[config.mk]
export PLATFORM = sky130hd
export DESIGN_NAME = array_multiplier
export DESIGN_NICKNAME = d
export VERILOG_FILES = /design/src/rtl/array_multiplier.sv
export SDC_FILE = /design/constraint.sdc
export NUM_CORES = 1
export LEC_CHECK = 0
export ABC_AREA = 1
export ABC_CLOCK_PERIOD_IN_PS = 11110
export CAP_MARGIN = 20
export CORE_MARGIN = 3
export CORE_UTILIZATION = 55
export DETAILED_ROUTE_END_ITERATION = 7
export GPL_TIMING_DRIVEN = 0
export PLACE_DENSITY = 0.82
export SYNTH_ARGS = -nofsm -noshare
export SYNTH_HDL_FRONTEND = slang
export SYNTH_SLANG_ARGS = --single-unit
[constraint.sdc]
create_clock -name clk -period 11.11 [get_ports clk]
set_clock_uncertainty 0.1 [all_clocks]
set_input_delay 2.7775 -clock clk [delete_from_list [all_inputs] [get_ports clk]]
set_output_delay 2.7775 -clock clk [all_outputs]
set_load 0.05 [all_outputs]
[src/rtl/array_multiplier.sv]
// Unsigned 8x8 carry-save array multiplier with a ripple-carry final row and a registered 16-bit product.
// Define ARRAY_MULT_PIPE_EN to register the array after carry-save row 4 (latency 2 instead of 1).
module array_multiplier (
  input  logic        clk,
  input  logic        rst,
  input  logic [7:0]  a,
  input  logic [7:0]  b,
  input  logic        in_valid,
  output logic [15:0] sum,
  output logic        out_valid
);

  // One carry-save row of full-adder cells; returns {carry, sum}.
  // The previous row's sum is shifted down one bit so each cell sees operands of equal weight.
  function automatic logic [15:0] csa_row(input logic [7:0] pp, input logic [7:0] s_prev,
                                          input logic [7:0] c_prev);
    logic [7:0] s_in;
    s_in = s_prev >> 1;
    return {(pp & s_in) | (pp & c_prev) | (s_in & c_prev), pp ^ s_in ^ c_prev};
  endfunction

  logic [7:0]  w_s4;
  logic [7:0]  w_c4;
  logic [4:0]  w_lo4;

  logic [7:0]  w_b_s4;
  logic [7:0]  w_b_c4;
  logic [4:0]  w_b_lo;
  logic [7:0]  w_b_a;
  logic [2:0]  w_b_bhi;
  logic        w_b_v;

  logic [15:0] w_product;

  // Row 0 plus carry-save rows 1..4
  always_comb begin : stage_a
    logic [7:0] v_s;
    logic [7:0] v_c;
    v_s   = a & {8{b[0]}};
    v_c   = '0;
    w_lo4 = '0;
    w_lo4[0] = v_s[0];
    for (int unsigned i = 1; i < 5; i++) begin
      {v_c, v_s} = csa_row(a & {8{b[i]}}, v_s, v_c);
      w_lo4[i]   = v_s[0];
    end
    w_s4 = v_s;
    w_c4 = v_c;
  end

`ifdef ARRAY_MULT_PIPE_EN
  logic [7:0] r_s4;
  logic [7:0] r_c4;
  logic [4:0] r_lo4;
  logic [7:0] r_a;
  logic [2:0] r_bhi;
  logic       r_v;

  always_ff @(posedge clk) begin
    if (rst) begin
      r_s4  <= '0;
      r_c4  <= '0;
      r_lo4 <= '0;
      r_a   <= '0;
      r_bhi <= '0;
      r_v   <= 1'b0;
    end else begin
      r_s4  <= w_s4;
      r_c4  <= w_c4;
      r_lo4 <= w_lo4;
      r_a   <= a;
      r_bhi <= b[7:5];
      r_v   <= in_valid;
    end
  end

  assign w_b_s4  = r_s4;
  assign w_b_c4  = r_c4;
  assign w_b_lo  = r_lo4;
  assign w_b_a   = r_a;
  assign w_b_bhi = r_bhi;
  assign w_b_v   = r_v;
`else
  assign w_b_s4  = w_s4;
  assign w_b_c4  = w_c4;
  assign w_b_lo  = w_lo4;
  assign w_b_a   = a;
  assign w_b_bhi = b[7:5];
  assign w_b_v   = in_valid;
`endif

  // Carry-save rows 5..7, then the 8-bit ripple row producing product[15:8]
  always_comb begin : stage_b
    logic [7:0] v_s;
    logic [7:0] v_c;
    logic [7:0] v_lo;
    logic [7:0] v_hi;
    logic [7:0] v_x;
    logic       v_cy;
    v_s  = w_b_s4;
    v_c  = w_b_c4;
    v_lo = {3'b000, w_b_lo};
    v_hi = '0;
    for (int unsigned k = 0; k < 3; k++) begin
      {v_c, v_s}  = csa_row(w_b_a & {8{w_b_bhi[k]}}, v_s, v_c);
      v_lo[5 + k] = v_s[0];
    end
    v_x  = v_s >> 1;
    v_cy = 1'b0;
    for (int unsigned j = 0; j < 8; j++) begin
      v_hi[j] = v_x[j] ^ v_c[j] ^ v_cy;
      v_cy    = (v_x[j] & v_c[j]) | (v_cy & (v_x[j] ^ v_c[j]));
    end
    w_product = {v_hi, v_lo};
  end

  always_ff @(posedge clk) begin
    if (rst) begin
      sum       <= '0;
      out_valid <= 1'b0;
    end else begin
      out_valid <= w_b_v;
      if (w_b_v) begin
        sum <= w_product;
      end
    end
  end

endmodule

## Yosys cells after proc, flatten, opt, wreduce, memory -nomap -nowiden

Cells that the tools add are included.

- Register bits: 17
- Output and inout port bits: 17
- Word-level logic and storage cells: 87

- Bitwise logic cells: 85

Operators by type and width:

| cell | count |
|---|---|
| $and 8x8->8 | 14 |
| $or 8x8->8 | 12 |
| $and 8x7->8 | 7 |
| $xor 8x7->8 | 7 |
| $and 7x8->8 | 6 |
| $xor 8x8->8 | 6 |
| $xor 1x1->1 | 14 |
| $and 1x1->1 | 13 |
| $or 1x1->1 | 6 |

## Depth between registers and ports, before layout

Gate-level depths: netlist of run 1.

- Word-level depth: 34
- Mapped depth: 25
- Depth with buffers taken out: 24

## Worst setup path after synthesis of run 1

OpenSTA, ideal clock, no wires.

- Path type: input-to-reg
- From: input port a[7]
- To: register sum[14]
- Setup time: 115 ps
- Data arrival time: 8803 ps
- Setup slack: 2092 ps
- Stages: 25
- Buffers on the path: 1
- Path through: clkbuf_1 nand2_1 inv_1 ha_1 inv_1 fa_1 inv_1 fa_1 fa_1 fa_1 fa_1 inv_1 fa_1 inv_1 ha_1 inv_1 fa_1 fa_1 fa_1 inv_1 fa_1 fa_1 fa_1 nand3_1 nand2_1

- Word-level cells in the longest chain between the ends: 28

RTL lines:

| what | RTL line | RTL |
|---|---|---|
| start, declared | 6 | `input logic [7:0] a,` |
| $and 8x8->8 | 39 | `v_s = a & {8{b[0]}};` |
| $xor 8x7->8 (2 in series) | 19 | `return {(pp & s_in) \| (pp & c_prev) \| (s_in & c_prev), pp ^ s_in ^ c_prev};` |
| $xor 8x8->8 | 19 |  |
| $xor 8x7->8 | 19 |  |
| $xor 8x8->8 | 19 |  |
| $xor 8x7->8 | 19 |  |
| $xor 8x8->8 | 19 |  |
| $xor 8x7->8 | 19 |  |
| [12 not listed] | n/a |  |
| $and 1x1->1 | 112 | `v_cy = (v_x[j] & v_c[j]) \| (v_cy & (v_x[j] ^ v_c[j]));` |
| $or 1x1->1 | 112 |  |
| $and 1x1->1 | 112 |  |
| $or 1x1->1 | 112 |  |
| $and 1x1->1 | 112 |  |
| $or 1x1->1 | 112 |  |
| $xor 1x1->1 (*) | 111 | `v_hi[j] = v_x[j] ^ v_c[j] ^ v_cy;` |
| via stage_b.v_hi[6] | 97 | `logic [7:0] v_hi;` |
| end signal, assigned | 124 | `sum <= w_product;` |
| end, declared | 9 | `output logic [15:0] sum,` |

Mark *: on every way through the listed nets, which the timed path passes. The rest lies on a longest branch.
A chain may end at the register's enable or synchronous reset.

## Worst setup path after layout of run 1

Same ends and word-level chain as after synthesis.

==> results of run 1 <==
==> path summary, 6_finish.rpt <==
kind	startpoint	to	slack (ns)	depth (start not counted)
worst max-delay path	a[7]	sum[14]	2.14	25
worst min-delay path	sum[3]	sum[3]	0.35	2
worst max register to register	sum[10]	sum[10]	10.47	2
worst min register to register	sum[3]	sum[3]	0.35	2
==> layout by cell type, fill, tap and decap left out <==
| master | synthesis | final |
|---|---|---|
| buf_2 | 3 | 3 |
| buf_6 | 2 | 2 |
| clkbuf_1 | 13 | 13 |
| clkbuf_8 | 0 | 3 |
| clkdlybuf4s50_1 | 0 | 18 |
| clkinv_2 | 0 | 1 |
| dfxtp_1 | 17 | 17 |
| fa_1 | 48 | 48 |
| ha_1 | 8 | 8 |
| inv_1 | 84 | 84 |
| inv_2 | 2 | 2 |
| nand2_1 | 101 | 101 |
| nand2_2 | 3 | 3 |
| nand3_1 | 8 | 8 |
| nor2_4 | 1 | 1 |
| nor2_8 | 1 | 1 |
==> report_power, final <==
group	total, mW	internal (mW)	switching [mW]
logic	0.282	0.112	0.171
clock network	0.0451	0.0248	0.0203
registers	0.0835	0.0761	0.00737
==> registers in the layout, summed over array words and instances (netlist names) <==
register / cells
sum: 16
out_valid: 1
==> cell type report <==
type,count,area (um^2)
Fill cell,348,1260
Sequential cell,17,340
Tap cell,48,60.1
Buffer,18,86.3
Timing Repair Buffer,18,180
Inverter,86,323
Clock buffer,3,41.3
Multi-Input combinational cell,170,1530
Clock inverter,1,5.00
==> cell usage after synthesis <==
| master | count |
|---|---|
| buf_6 | 2 |
| nor2_8 | 1 |
| nor2_4 | 1 |
| nand2_2 | 3 |
| clkbuf_1 | 13 |
| inv_1 | 84 |
| nand3_1 | 8 |
| ha_1 | 8 |
| fa_1 | 48 |
| nand2_1 | 101 |
| inv_2 | 2 |
| dfxtp_1 | 17 |
| buf_2 | 3 |
==> per-layer routing <==
layer | GRT usage, % | vias up
met5 | 0 | -
met4 | 5.32 | 0
met3 | 2.59 | 8
met2 | 31.1 | 39
met1 | 19.9 | 784
li1 | - | 830
==> worst register-to-register path, stage by stage, from the launching register on <==
cell and delay [ns]:
dfxtp_1 0.32, nand2_2 0.06, nand2_1 0.05
==> kinds of logic (layout without fill, tap and decap cells) <==
group / Yosys count / count (layout) / share of synthesized area (%)
flops: 17 / 17 / 14.9
simple gates: 114 / 114 / 20.6
buf+inv: 104 / 126 / 17.9
fa+ha+maj: 56 / 56 / 46.5
==> results.toml, run 1 <==
[clock_tree]
cts.hold.buffers_added = 0
clk_latency_ns = 0.25
cts-resized-gates = 0
numCtsBuffers = 3
cts_root_buffer = "clkbuf_8"
max-clock-path-buffers = 2
post-cts-setup-buffers = 0
cts_tree = "built"
cts_max_level = 1
cts_sinks = 17
path_clk_slew_ns = 0.07

[synthesis]
synth_seq_area_share_pct = 14.9
syn-cell-area_um2 = 2280
synth_largest_area_cell = "fa_1"
yosysUniqueCellTypes = 13
avgSynthCellArea_um2 = 7.83
ys_top_cells_by_area = "fa_1 (42%), nand2_1 (17%), dfxtp_1 (15%)"
yosysTopAreaCellShare_pct = 42.2
synth_nets = 366
synth_warnings = 0
ys_ff_latch = 17
synthCells = 291

[grt]
track_usage_pct = 16.9
grt_pass1_vias = 1710
grt_pass1_wl_um = 6870
grt_antenna_before_repair = 0
grt_max_degree = 11
overflow = 0

[sta]
slew_headroom_pct = 66.8
setup_tns_ns = 0
tightest_slew_ns = 0.496
worst_slack_ns = 2.14
max_freq_mhz = 112
setup_viol_count_final = 0
drv_slew = 0
rsz0062_at_grt = "false"
hold_viol_final = 0
min_period_over_period_pct = 80.7
period_minus_slack_ns = 8.97
fin_hold_ws_ns = 0.347

[detailed_routing]
drt_iter0_markers = 36
route.vias.total = 1661
drtAntennaViolNets = 0
drc = 0
topRoutingLayerUsed = "met4"
wl_per_cell_um = 9.97
dr_wl_met2_um = 1800
routed_wl_um = 3600
wl_met1_um = 1540
route.met3.wl_um = 170
drt_pass1_iterations = 4
viasPerCell = 4.60

[placement]
portBuffers = 18
dp.cells = 357
hpwlAfterDp_um = 3210
dp_slack_ns = 1.84
place_congestion = 0.779
placed_area_um2 = 2520

[critical_path]
cp_common_cell = "fa_1"
crit_type = "in -> reg"
path_buf_inv = 8
arrival_ns = 9.02
required_ns = 11.16
crit_fanout = 8
start_kind = "input port"
critPathMaxStageDelay_ns = 0.58
end_kind = "register"
cpMaxStageDelayCell = "fa_1"
crit_family = "adder cells"

[power]
finalPower_mw = 0.411
ir_drop_uv = 79.7
p_leak_nw = 1.56
powerDensity_nw_per_um2 = 160

[die]
die_y_um = 70.4
core_area_um2 = 3830
rows = 22
io_pins = 36
dieArea_um2 = 4950
start_util_pct = 59.6
die_x_um = 70.4

[job]
cap_violations = 0

[min_path]
hold_class = "reg -> reg"

[cells_and_area]
utilization_pct = 67.1
stdcell_count = 361
layout-drive-gt1-share_pct = 5.11
final_area_um2 = 2570
fin_nets = 389
antenna-diode-count = 0
area_growth_pct = 12.6

[status]
status = "finished clean"
Power figures use the tool's default switching activity.
==> run 2: changes to the inputs <==
--- a/config.mk
+++ b/config.mk
@@ -6,13 +6,13 @@
 export NUM_CORES = 1
 export LEC_CHECK = 0
 export ABC_AREA = 1
-export ABC_CLOCK_PERIOD_IN_PS = 11110
+export ABC_CLOCK_PERIOD_IN_PS = 7300
 export CAP_MARGIN = 20
 export CORE_MARGIN = 3
-export CORE_UTILIZATION = 55
+export CORE_UTILIZATION = 50
 export DETAILED_ROUTE_END_ITERATION = 7
 export GPL_TIMING_DRIVEN = 0
-export PLACE_DENSITY = 0.82
+export PLACE_DENSITY = 0.78
 export SYNTH_ARGS = -nofsm -noshare
 export SYNTH_HDL_FRONTEND = slang
 export SYNTH_SLANG_ARGS = --single-unit
==> constraint.sdc (replaced) <==
create_clock -name clk -period 7.3 [get_ports clk]
set_clock_uncertainty 0.1 [all_clocks]
set_input_delay 1.825 -clock clk [delete_from_list [all_inputs] [get_ports clk]]
set_output_delay 1.825 -clock clk [all_outputs]
set_load 0.05 [all_outputs]
==> run 2 against run 1 <==
  * The flow now finishes with violations (setup timing)
  * Final cell count up 1.4%
  * Sequential power up 52%
  * Critical path depth did not move
  * Via count shrank 0.78%
  * Highest routed layer unchanged
  * Combinational power up 66%
  * Utilization down 0.93 points
  * Total power grew 62%
  * Worst setup slack lost 2.2 ns
  * Critical endpoint unchanged
  * Global-route usage down 0.15 points
  * Count of clock-buffer cells in the layout unchanged
  * Register-to-register slack lost 3.8 ns
  * Hold slack got worse by 0.0053 ns
==> results.toml, run 2 (synthesis results as in run 1) <==
[clock_tree]
cts.hold.buffers_added = 0
cts_root_buffer = "clkbuf_8"
path_clk_slew_ns = 0.07
cts_tree = "built"
cts_max_level = 1
max-clock-path-buffers = 2
clk_latency_ns = 0.25
cts_sinks = 17
numCtsBuffers = 3

[detailed_routing]
drt_pass1_iterations = 4
drt_iter0_markers = 57
drtAntennaViolNets = 0
viasPerCell = 4.50
drc = 0
route.vias.total = 1648
wl_per_cell_um = 10.7
routed_wl_um = 3930

[cells_and_area]
antenna-diode-count = 0
largest_reg_flops = 16
final_area_um2 = 2780
layout_commonest_cell = "nand2_1"
seq_area_um2 = 340
reg_top3 = "sum x16, out_valid x1"
stdcell_count = 366
multi_input_area_um2 = 1640
layout_common_cells = "nand2_1 (99), inv_1 (76), fa_1 (28)"
top_register = "sum"
area_growth_pct = 21.9
fin_nets = 392
fill_cells = 371
layout-drive-gt1-share_pct = 19.9

[power]
finalPower_mw = 0.664
p_sw_share_pct = 47.6
seqPwrFrac_pct = 19.1
p_int_mw = 0.348
p_leak_nw = 1.59
powerDensity_nw_per_um2 = 239
combPwrFrac_pct = 70.4
clkPwrFrac_pct = 10.5
p_switching_mw = 0.316
ir_drop_uv = 107

[grt]
overflow = 0
track_usage_pct = 16.7
grt_max_degree = 11
grt_pass1_vias = 1709
grt_pass1_wl_um = 7110
grt_antenna_before_repair = 0

[sta]
worst_slack_ns = -0.0676
hold_viol_final = 0
min_period_over_period_pct = 101
slew_headroom_pct = 66.9
rsz0062_at_grt = "true"
drv_slew = 0
setup_tns_ns = -0.0676
max_freq_mhz = 136
setup_viol_count_final = 1
period_minus_slack_ns = 7.37
tightest_slew_ns = 0.495

[die]
core_area_um2 = 4200
io_pins = 36
dieArea_um2 = 5410
die_x_um = 73.5
start_util_pct = 54.3
rows = 23
die_y_um = 73.5

[critical_path]
r2r-start = "sum[12]"
required_ns = 7.35
cpMaxStageDelayCell = "fa_2"
crit_family = "adder cells"
end_kind = "register"
crit_type = "in -> reg"
r2r-end = "sum[12]"
ff2ff_path_depth = 2
crit_fanout = 6
reg2reg_setup_slack_ns = 6.67
critPathMaxStageDelay_ns = 0.52
start_kind = "input port"
cp_common_cell = "fa_2"
path_buf_inv = 8
arrival_ns = 7.42

[status]
violations = "setup timing"
status = "complete, but fails checks"

[placement]
placed_area_um2 = 2610
place_congestion = 0.767
hpwlAfterDp_um = 3400
portBuffers = 18
dp.cells = 359

[min_path]
hold_class = "reg -> reg"
hp-start = "sum[3]"
holdPathEnd = "sum[3]"
hold_depth = 2

[job]
cap_violations = 0
-- run 2: cell types whose count changed in the layout (fill, tap and decap cells not counted), moves of 3 or more --
| cell | change |
|---|---|
| buf_12 | +3 |
| inv_1 | -8 |
| nand3_2 | +3 |
| clkbuf_1 | -7 |
| nand3_1 | -3 |
| buf_4 | +3 |
| fa_1 | -20 |
| inv_2 | +6 |
| ha_1 | -4 |
| fa_2 | +20 |
-- run 2: worst max path at each step --
stage	endpoint	depth (start not counted)	startpoint	slack (ns)
after floorplan	sum[14]	25	a[6]	-0.18
after global placement	sum[14]	23	a[3]	-0.36
after detailed placement	sum[14]	23	a[3]	-0.40
after CTS	sum[14]	25	a[6]	-0.11
after global routing	sum[14]	25	a[7]	-0.24
final	sum[14]	25	b[0]	-0.07
-- run 2: final cells by class --
type	count	area share, %
Tap cell	50	2.25
Multi-Input combinational cell	170	59.0
Sequential cell	17	12.2
Buffer	18	5.72
Clock inverter	1	0.180
Timing Repair Buffer	21	7.29
Clock buffer	3	1.49
Inverter	86	11.8
-- run 2: power by group through the flow --
stage	clock, mW	sequential (mW)	combinational (mW)
floorplan	0	0.205	0.286
global placement	0	0.129	0.448
detailed placement	0	0.129	0.465
CTS	0.0707	0.127	0.469
global route	0.0744	0.129	0.545
finish	0.0695	0.127	0.468
-- run 2: timing repair --
| item | 4_1_cts | 5_1_grt |
|---|---|---|
| setup endpoints to repair | 1 | 3 |
| setup buffers | 0 | 3 |
| gates cloned | 0 | 0 |
| pin swaps | 3 | 4 |
| resized for setup | 3 | 35 |
-- run 2: per-stage QoR --
stage | util (%) | setup slack [ns] | hold slack, ns
3_3_place_gp | 62.0 | -0.356 | 0.329
3_5_place_dp | 62.0 | -0.403 | 0.333
2_1_floorplan | - | -0.181 | 0.566
6_report | 66.1 | -0.0676 | 0.342
5_1_grt | 66.1 | -0.245 | 0.366
4_1_cts | 63.5 | -0.109 | 0.347
-- run 2: worst reg2reg max path, delay by kind of cell, from the launching register on --
family	cells	cell delay [ns]
flops	1	0.32
simple gates	2	0.12
-- run 2: routing by layer --
metal	vias to the layer above	GRT usage [%]	part of all wire [%]
li1	837	-	-
met1	779	20.4	40
met2	28	31.3	56
met3	4	2.87	3.7
met4	0	2.41	0.92
met5	-	0	0
==> run 3: changes to the inputs <==
--- a/config.mk
+++ b/config.mk
@@ -6,13 +6,13 @@
 export NUM_CORES = 1
 export LEC_CHECK = 0
 export ABC_AREA = 1
-export ABC_CLOCK_PERIOD_IN_PS = 7300
+export ABC_CLOCK_PERIOD_IN_PS = 7600
 export CAP_MARGIN = 20
 export CORE_MARGIN = 3
-export CORE_UTILIZATION = 50
+export CORE_UTILIZATION = 55
 export DETAILED_ROUTE_END_ITERATION = 7
 export GPL_TIMING_DRIVEN = 0
-export PLACE_DENSITY = 0.78
+export PLACE_DENSITY = 0.82
 export SYNTH_ARGS = -nofsm -noshare
 export SYNTH_HDL_FRONTEND = slang
 export SYNTH_SLANG_ARGS = --single-unit
==> constraint.sdc (replaced) <==
create_clock -name clk -period 7.6 [get_ports clk]
set_clock_uncertainty 0.1 [all_clocks]
set_input_delay 1.9 -clock clk [delete_from_list [all_inputs] [get_ports clk]]
set_output_delay 1.9 -clock clk [all_outputs]
set_load 0.05 [all_outputs]
==> run 3 against run 2 <==
  * The run now ends clean
  * First-iteration DRC count fell by 21%
  * Sequential power decreased by 4%
  * Critical path depth is 2 lower
  * Final area shrank 4.2%
  * Final cell count down 1.4%
  * Total power decreased by 5.5%
  * Worst setup slack better by 0.19 ns
  * Routed wire length fell by 4.8%
  * Combinational power fell by 6.4%
  * Hold slack improved by 0.0022 ns
  * Sequential share of layout area is 0.54 points higher
  * Non-clock buffer count decreased by 3
==> results.toml, run 3 (synthesis results as in run 1) <==
[min_path]
hold_class = "reg -> reg"
hold_depth = 2

[power]
seqPwrFrac_pct = 19.4
p_switching_mw = 0.301
p_leak_nw = 1.57
powerDensity_nw_per_um2 = 236
p_int_mw = 0.327
p_sw_share_pct = 47.9
clkPwrFrac_pct = 10.8
ir_drop_uv = 114
finalPower_mw = 0.628
combPwrFrac_pct = 69.7

[grt]
grt_max_degree = 11
grt_pass1_vias = 1808
grt_pass1_wl_um = 7050
track_usage_pct = 17.4
overflow = 0
grt_antenna_before_repair = 0

[cells_and_area]
layout_commonest_cell = "nand2_1"
antenna-diode-count = 0
layout-drive-gt1-share_pct = 14.1
reg_top3 = "sum x16, out_valid x1"
fill_cells = 301
final_area_um2 = 2660
largest_reg_flops = 16
top_register = "sum"
utilization_pct = 69.6
area_growth_pct = 16.7
layout_common_cells = "nand2_1 (100), inv_1 (80), fa_1 (33)"
fin_nets = 389

[sta]
setup_viol_count_final = 0
tightest_slew_ns = 0.494
hold_viol_final = 0
worst_slack_ns = 0.119
min_period_over_period_pct = 98.4
drv_slew = 0
period_minus_slack_ns = 7.48
max_freq_mhz = 134
slew_headroom_pct = 67.0
setup_tns_ns = 0
rsz0062_at_grt = "true"

[detailed_routing]
drtAntennaViolNets = 0
viasPerCell = 4.70
route.vias.total = 1698
wl_per_cell_um = 10.4
routed_wl_um = 3740
drt_iter0_markers = 45
drc = 0
drt_pass1_iterations = 4

[clock_tree]
clk_latency_ns = 0.25
cts.hold.buffers_added = 0
post-cts-setup-buffers = 0
cts_max_level = 1
cts_sinks = 17
numCtsBuffers = 3
cts_root_buffer = "clkbuf_8"
max-clock-path-buffers = 2
path_clk_slew_ns = 0.07
cts_tree = "built"

[die]
io_pins = 36
die_x_um = 70.4
die_y_um = 70.4
dieArea_um2 = 4950
start_util_pct = 59.6
rows = 22
core_area_um2 = 3830

[critical_path]
cp_common_cell = "fa_2"
arrival_ns = 7.54
reg2reg_setup_slack_ns = 6.97
ff2ff_path_depth = 2
critPathMaxStageDelay_ns = 0.55
crit_fanout = 8
path_cells = "clkbuf_2, nand2_1, inv_1, ha_1, fa_2, fa_1, fa_1, fa_2, inv_1, fa_2, fa_2, inv_1, ha_2, inv_2, fa_2, fa_2, fa_2, inv_2, fa_2, fa_2, fa_1, nand3_1, nand2_1"
cpMaxStageDelayCell = "fa_2"
end_kind = "register"
crit_type = "in -> reg"
required_ns = 7.66
start_kind = "input port"

[placement]
placed_area_um2 = 2590
hpwlAfterDp_um = 3300
portBuffers = 18
place_congestion = 0.767
dp_slack_ns = -0.230

[job]
cap_violations = 0

[status]
status = "finished clean"
## run 3: cell count changes in the layout (fill, tap and decap cells not counted), sizes merged
cell	change
buf	-8
clkbuf	+5
## run 3: cell type report
type / count / area [um^2] / area share [%]
repair buffers: 18 / 180 / 6.77
flip-flops and latches: 17 / 340 / 12.8
inverters: 86 / 323 / 12.1
well taps: 48 / 60.1 / 2.26
clock buffers: 3 / 41.3 / 1.55
multi-input cells: 170 / 1590 / 59.6
clock inverters: 1 / 5.00 / 0.188
plain buffers: 18 / 126 / 4.75
## run 3: worst paths after layout
check | start | endpoint
worst min-delay path | sum[3] | sum[3]
worst max register to register | sum[6] | sum[6]
worst max-delay path | a[5] | sum[14]
worst min register to register | sum[3] | sum[3]
## run 3: timing repair
item | in CTS | in global routing
resized for setup | 0 | 7
endpoints found under the hold margin | 0 | 0
setup endpoints to repair | 0 | 2
## run 3: power groups by stage
stage	clock (mW)	sequential, mW	combinational (mW)
CTS	0.0702	0.122	0.444
detailed placement	0	0.124	0.443
global route	0.0725	0.124	0.516
finish	0.0681	0.122	0.438
global placement	0	0.124	0.428
floorplan	0	0.196	0.273
## run 3: metrics by stage
stage	hold slack, ns	instances
global route	0.365	361
detailed placement	0.337	357
global placement	0.330	357
CTS	0.350	361
floorplan	0.566	291
finish	0.344	361
## run 3: worst max-delay path: cells and delay by family
kind / cells / cell delay (ns)
fa+ha+maj: 14 / 5.02
buf+inv: 6 / 0.41
simple gates: 3 / 0.21
## run 3: layer usage
| metal | part of all wire [%] | up-vias | track usage (%) |
|---|---|---|---|
| li1 | - | 834 | - |
| met1 | 39 | 830 | 18.2 |
| met2 | 55 | 29 | 34.9 |
| met3 | 4.4 | 5 | 2.45 |
| met4 | 1.1 | 0 | 5.11 |
| met5 | 0 | - | 0 |
